==> src/rtl/lock_ctrl_p.sv <==
// rtl/lock_ctrl_p.sv - code-compare lock controller with failure lockout, timed open window and password change
module lock_ctrl_p #(
  parameter int DIGITS      = 4,
  parameter logic [4*DIGITS-1:0] DEFAULT_PW = '0,
  parameter int MAX_ERR     = 3,
  parameter int LOCKOUT_CYC = 1000,
  parameter int OPEN_CYC    = 500,
  localparam int PW_W = 4*DIGITS,
  localparam int EW   = $clog2(MAX_ERR+1)
) (
  input  logic            clk,
  input  logic            reset_n,
  input  logic [PW_W-1:0] pw_in,
  input  logic            enb_cmp,
  input  logic            set_pw,
  input  logic            rst_out,
  output logic            enb_lock,
  output logic            gen_stop,
  output logic [EW-1:0]   error_counter,
  output logic            gen_rst,
  output logic            pw_changed
);

  localparam int T_MAX = (LOCKOUT_CYC > OPEN_CYC) ? LOCKOUT_CYC : OPEN_CYC;
  localparam int TW    = ($clog2(T_MAX) < 1) ? 1 : $clog2(T_MAX);
  localparam logic [TW-1:0] OPEN_LOAD = TW'(OPEN_CYC - 1);
  localparam logic [TW-1:0] LOCK_LOAD = TW'(LOCKOUT_CYC - 1);
  localparam logic [EW-1:0] ERR_MAX   = EW'(MAX_ERR);

  typedef enum logic [1:0] {S_LOCKED, S_OPEN, S_CHANGE, S_LOCKOUT} state_t;

  state_t          state_q, state_d;
  logic [TW-1:0]   timer_q, timer_d;
  logic [EW-1:0]   err_q, err_d, err_inc;
  logic [PW_W-1:0] pw_reg_q, pw_reg_d;
  logic [PW_W-1:0] pw_smp_q, pw_smp_d;
  logic            cmp_smp_q, cmp_smp_d, cmp_prev_q, cmp_prev_d;
  logic            set_smp_q, set_smp_d, set_prev_q, set_prev_d;
  logic            rst_smp_q, rst_smp_d;
  logic            enb_lock_q, enb_lock_d, gen_stop_q, gen_stop_d;
  logic            gen_rst_q, gen_rst_d, pw_changed_q, pw_changed_d;
  logic            cmp_rise, set_rise, timer_zero;

  // Inputs are registered once; edges are detected between consecutive samples.
  always_comb begin
    cmp_smp_d  = enb_cmp;
    cmp_prev_d = cmp_smp_q;
    set_smp_d  = set_pw;
    set_prev_d = set_smp_q;
    rst_smp_d  = rst_out;
    pw_smp_d   = pw_in;
  end

  assign cmp_rise   = cmp_smp_q & ~cmp_prev_q;
  assign set_rise   = set_smp_q & ~set_prev_q;
  assign timer_zero = (timer_q == '0);
  assign err_inc    = err_q + EW'(1);

  always_comb begin
    state_d      = state_q;
    timer_d      = timer_q;
    err_d        = err_q;
    pw_reg_d     = pw_reg_q;
    gen_rst_d    = 1'b0;
    pw_changed_d = 1'b0;
    unique case (state_q)
      S_LOCKED: begin
        if (rst_smp_q) begin
          err_d = '0;
        end else if (cmp_rise) begin
          if (pw_smp_q == pw_reg_q) begin
            state_d = S_OPEN;
            err_d   = '0;
            timer_d = OPEN_LOAD;
          end else begin
            if (err_q != ERR_MAX) err_d = err_inc;
            if (err_inc == ERR_MAX) begin
              state_d = S_LOCKOUT;
              timer_d = LOCK_LOAD;
            end
          end
        end
      end
      S_OPEN: begin
        timer_d = timer_q - TW'(1);
        if (cmp_rise || timer_zero) begin
          state_d = S_LOCKED;
          timer_d = '0;
        end else if (set_rise) begin
          state_d = S_CHANGE;
        end
      end
      S_CHANGE: begin
        if (cmp_rise) begin
          pw_reg_d     = pw_smp_q;
          pw_changed_d = 1'b1;
          state_d      = S_LOCKED;
        end else if (set_rise || rst_smp_q) begin
          state_d = S_LOCKED;
        end
      end
      S_LOCKOUT: begin
        timer_d = timer_q - TW'(1);
        if (rst_smp_q || timer_zero) begin
          gen_rst_d = 1'b1;
          err_d     = '0;
          timer_d   = '0;
          state_d   = S_LOCKED;
        end
      end
      default: state_d = S_LOCKED;
    endcase
    enb_lock_d = (state_d == S_OPEN);
    gen_stop_d = (state_d == S_LOCKOUT);
  end

  always_ff @(posedge clk or negedge reset_n) begin
    if (!reset_n) begin
      state_q      <= S_LOCKED;
      timer_q      <= '0;
      err_q        <= '0;
      pw_reg_q     <= DEFAULT_PW;
      pw_smp_q     <= '0;
      cmp_smp_q    <= 1'b0;
      cmp_prev_q   <= 1'b0;
      set_smp_q    <= 1'b0;
      set_prev_q   <= 1'b0;
      rst_smp_q    <= 1'b0;
      enb_lock_q   <= 1'b0;
      gen_stop_q   <= 1'b0;
      gen_rst_q    <= 1'b0;
      pw_changed_q <= 1'b0;
    end else begin
      state_q      <= state_d;
      timer_q      <= timer_d;
      err_q        <= err_d;
      pw_reg_q     <= pw_reg_d;
      pw_smp_q     <= pw_smp_d;
      cmp_smp_q    <= cmp_smp_d;
      cmp_prev_q   <= cmp_prev_d;
      set_smp_q    <= set_smp_d;
      set_prev_q   <= set_prev_d;
      rst_smp_q    <= rst_smp_d;
      enb_lock_q   <= enb_lock_d;
      gen_stop_q   <= gen_stop_d;
      gen_rst_q    <= gen_rst_d;
      pw_changed_q <= pw_changed_d;
    end
  end

  assign enb_lock      = enb_lock_q;
  assign gen_stop      = gen_stop_q;
  assign error_counter = err_q;
  assign gen_rst       = gen_rst_q;
  assign pw_changed    = pw_changed_q;

endmodule

==> config.mk <==
export PLATFORM = sky130hd
export DESIGN_NAME = lock_ctrl_p
export DESIGN_NICKNAME = d
export VERILOG_FILES = /design/src/rtl/lock_ctrl_p.sv
export SDC_FILE = /design/constraint.sdc
export NUM_CORES = 1
export LEC_CHECK = 0
export ABC_AREA = 1
export CAP_MARGIN = 40
export CORE_MARGIN = 10
export CORE_UTILIZATION = 50
export DETAILED_ROUTE_END_ITERATION = 12
export PLACE_DENSITY_LB_ADDON = 0.12
export SYNTH_ARGS = -nofsm -noshare
export SYNTH_HDL_FRONTEND = slang
export SYNTH_SLANG_ARGS = --single-unit
==> constraint.sdc <==
create_clock -name clk -period 2.45 [get_ports clk]
set_clock_uncertainty 0.15 [all_clocks]
set_input_delay 0.49 -clock clk [delete_from_list [all_inputs] [get_ports clk]]
set_output_delay 0.49 -clock clk [all_outputs]
set_load 0.005 [all_outputs]
# Yosys cells after proc, flatten, opt, wreduce, memory -nomap -nowiden
# Index checks and enable logic that the tools add are counted.
[word_totals] reg_bits=55 inputBits=21 out_inout_bits=6 elab_cells=71
[classes] addsub=2 eq_ne=14 mux=27 n_bitwise=4 n_reduce_logical=10
[op_table] cell="two-way mux 10 bit" n=6
[op_table] cell="case mux 10 bit (3 select lines)" n=1
[op_table] cell="two-way mux 2 bit" n=14
[op_table] cell="equality test 16 bit" n=1
[op_table] cell="zero test 10 bit" n=1
[op_table] cell="subtractor 10 x 1 -> 10 bit, second input constant" n=1
[op_table] cell="equality test 2 bit, second input constant" n=4
[op_table] cell="!= test 2 bit, second input constant" n=4
[op_table] cell="case mux 2 bit (4 select lines)" n=1
[op_table] cell="AND reduction 4 bit" n=2
[op_table] cell="!= test 3 bit, second input constant" n=2
[op_table] cell="equality test 2 x 1 -> 1 bit, second input constant" n=2
[op_table] cell="two-way mux 1 bit" n=4
[op_table] cell="!= test 4 bit, second input constant" n=1
[op_table] cell="case mux 2 bit (2 select lines)" n=1
[op_table] cell="logical OR 1 bit" n=3
[op_table] cell="nonzero test 3 bit" n=1
[op_table] cell="adder 2 x 1 -> 2 bit, second input constant" n=1
[op_table] cell="AND 1 bit" n=2
[op_table] cell="zero test 2 bit" n=1
[op_table] cell="NOT 1 bit" n=2
[op_table] cell="AND reduction 2 bit" n=1
[op_table] cell="nonzero test 2 bit" n=1

# Depth between registers and ports, before layout
[depth] word_depth=8 mapped_depth=12 depth_no_buf=12

# Worst setup path before layout
# OpenSTA, ideal clock, no wires.
[synth_path] path_kind="register to register" startpoint="reg timer_q[0]" endpoint="reg timer_q[7]" setup_ns=0.120 arrival_time_ns=1.408 required_time_ns=2.180 path_slack_ns=0.772 path_stages_with_launch=10 n_path_buf=0 synth_period_minus_slack_ns=1.678 path_cell_list="dfrtp_1 -> inv_1 -> ha_1 -> nand3_2 -> nor2_1 -> nand4_1 -> nand2_1 -> nand2_2 -> a21oi_1 -> nor2_2"
[synth_via] elab_chain_len=4 elab_cells_between_ends=7 cone_classes="1 x add/sub; 3 x mux; 3 x reduce/logical"
[synth_rtl] element="start: declaration" line_no="33" rtl="logic [TW-1:0] timer_q, timer_d;"
[synth_rtl] element="start signal: assignment" line_no="135" rtl="timer_q <= timer_d;"
[synth_rtl] element="parallel branches: the longest is 3 deep, another holds subtractor 10 x 1 -> 10 bit"
[synth_rtl] element="case mux 10 bit (3 select lines) *" line_no="66" rtl="unique case (state_q)"
# Mark *: on every way between the ends.
# A chain may end at the register's enable or synchronous reset.

# Worst setup path in the final report
[layout_path] startpoint="reg err_q[1], in the netlist error_counter[1]" endpoint="out error_counter[1]"
[layout_rtl] element="start: declaration" line_no="34" rtl="logic [EW-1:0] err_q, err_d, err_inc;"
[layout_rtl] element="start signal: assignment" line_no="136" rtl="err_q <= err_d;"
[layout_rtl] element="end: declaration" line_no="19" rtl="output logic [EW-1:0] error_counter,"
# No word-level cell between the ends.

==> results.ini <==
[worst_setup_path]
crit_required_ns = 1.81
rr_endpoint = timer_q[7]$_DFFE_PN0P_
endpoint_kind = primary output
path_delay_family = buffers and inverters
path_class = reg2out
cp.arrival_ns = 1.24
path_cells = clkdlybuf4s50_1
reg2reg_depth = 9
slowest_delay_ns = 0.52
regToRegSetupSlack_ns = 0.60
worst_setup_path_start_kind = flop
path_buf_inv = 1
worst_path_max_delay_cell = clkdlybuf4s50_1
timing.rr.start = timer_q[0]$_DFFE_PN0P_
worst-path-max-fanout = 4

[global_route]
antenna_found_initial = 0
overflow = 0
top_usage_layer = met2
grt_pass1_vias = 1862
grt_max_degree = 56
gr-usage-met2_pct = 18.9
met1_usage_pct = 14.1
use_met3_pct = 4.07
grt_pass1_wl_um = 8070
track_usage_pct = 11.6

[cts]
holdBufCountCts = 0
cts.path.max_buffers = 2
postCtsSetupBuffers = 0
clock_latency_ns = 0.31
cts_num_sinks = 55
cts_tree = yes
cts_max_level = 2
cts-buffers-inserted = 5
root_buffer = clkbuf_8
ctsResizeCount = 0
clk_pin_slew_ns = 0.10

[logic_synthesis]
synth_seq_area_share_pct = 53.6
syn_inst = 321
synth_common_cells = nand2_1 (99), dfrtp_1 (55), inv_1 (55)
synth-warning-count = 0
async_flop_share_pct = 100
avgSynthCellArea_um2 = 8.00
post-synth-top-area-fraction_pct = 53.6
synth_area_leaders = dfrtp_1 (54%), nand2_1 (14%), inv_1 (8.0%), nor2_1 (4.8%), o21ai_0 (3.1%)
ys.flop_type = dfrtp_1
ys_ff_latch = 55
netlist.top_cell.by_area = dfrtp_1
synth_cell_type_count = 23
synth_area_um2 = 2570
synth_edf_count = 0
synth.most_common_cell = nand2_1
synth_fp_nets = 345

[place]
dp_hpwl_um = 3310
gp_congestion = 0.785
portBuffers = 26
dp_slack_ns = 0.602

[route]
vias = 1926
antenna_violating_nets_post_route = 0
wl_per_cell_um = 10.8
drt-vias-per-instance = 4.55
drc = 0
wirelength_um = 4550
drtIter0Drc = 51
drt_pre_antenna_iters = 4

[floorplan]
rows = 26
pin_count = 27
coreArea_um2 = 5040
die_area_um2 = 8400
start_util_pct = 50.9
die_h_um = 91.7
die_w_um = 91.7

[finish]
fillers = 471
antenna_cells = 0
seq_area_um2 = 1380
drive_gt1_share_pct = 8.78
nets = 376
syn_to_final_growth_pct = 17.1
multiInputGateArea_um2 = 955

[run]
maxCapViolations = 0

[timing]
max_freq_mhz = 531
post-route-min-period_ns = 1.88
setup_viol = 0
slew_headroom_pct = 55.9
worst_slack_ns = 0.565
slew_viol_final = 0
setup_tns_ns = 0
rsz0062_at_grt = false
finalCritPeriodShare_pct = 76.9
worstMarginPinSlew_ns = 0.662
finalHoldViolCount = 0

[worst_hold_path]
hold_path.class = in2async

[pwr]
power.leakage_nw = 1.61
p_per_area_nw_per_um2 = 904
vdd_drop_max_mv = 0.406

[run_status]
status = completed

sequential cells by signal, summed over array words and instances (netlist names):
signal,cells
state_q,2
set_prev_q,1
enb_lock,1
cmp_prev_d,1
timer_q,10
gen_stop,1
pw_smp_q,16
set_prev_d,1
pw_reg_q,16
pw_changed,1
rst_smp_q,1
cmp_prev_q,1
gen_rst,1
error_counter,2
layout by cell type (no fill, tap or decap), types with 2 or more instances in the layout:
master	instances
a21oi_1	7
buf_4	2
clkbuf_8	6
clkdlybuf4s50_1	25
dfrtp_1	55
ha_1	3
inv_1	55
inv_2	4
nand2_1	99
nand2_2	2
nand2_4	3
nand3_1	15
nand3_2	2
nand4_1	3
nor2_1	33
nor2_2	5
nor3_2	3
o21ai_0	16
o21ai_1	3
xor2_1	5
per-layer routing:
| layer | vias to the layer above | wire [um] | share of wire [%] |
|---|---|---|---|
| met5 | - | 0 | 0 |
| li1 | 1033 | - | - |
| met1 | 862 | 2220 | 49 |
| met4 | 0 | 56 | 1.2 |
| met3 | 5 | 153 | 3.4 |
| met2 | 26 | 2120 | 47 |
power by group:
group	internal, W	total (W)	switching [W]
logic	0.000377	0.000856	0.000479
clock network	0.000232	0.000526	0.000294
registers	0.00114	0.00134	0.000197
area by class of cell:
cell class	instances	area share, %
Clock inverter	2	0.458
Inverter	59	7.37
Sequential cell	55	45.8
Multi-Input combinational cell	203	31.8
Tap cell	70	2.91
Timing Repair Buffer	28	8.99
Clock buffer	6	2.75
logic make-up after synthesis:
logic type,count (synthesis),share of synthesized area (%)
DFF,55,53.6
buffers and inverters,63,9.21
AOI/OAI and AO/OA,26,5.07
xor gates and xnor gates,6,2.05
adders and majority gates,3,1.46
and+or+nand+nor,168,28.6
stage by stage:
stage	hold slack [ns]	instances	instance area [um2]	power, W	util (%)
4_1_cts	0.165	423	3010	0.00275	59.6
5_1_grt	0.180	423	3010	0.00297	59.6
3_3_place_gp	0.209	415	2910	0.00218	57.7
3_5_place_dp	0.213	415	2910	0.00222	57.7
2_1_floorplan	0.0444	321	2570	0.00197	-
6_report	0.143	423	3010	0.00272	59.6
worst max-delay path by stage:
stage / startpoint / endpoint / slack, ns / cells after the start
2_1_floorplan: timer_q[0]$_DFFE_PN0P_ / timer_q[7]$_DFFE_PN0P_ / 0.77 / 9
3_3_place_gp: timer_q[0]$_DFFE_PN0P_ / timer_q[7]$_DFFE_PN0P_ / 0.66 / 9
3_5_place_dp: timer_q[0]$_DFFE_PN0P_ / timer_q[7]$_DFFE_PN0P_ / 0.60 / 9
4_1_cts: error_counter[1]$_DFFE_PN0P_ / error_counter[1] / 0.55 / 1
5_1_grt: timer_q[0]$_DFFE_PN0P_ / timer_q[7]$_DFFE_PN0P_ / 0.44 / 9
6_report: error_counter[1]$_DFFE_PN0P_ / error_counter[1] / 0.57 / 1
Note: power is estimated with default switching activity, not from simulation.
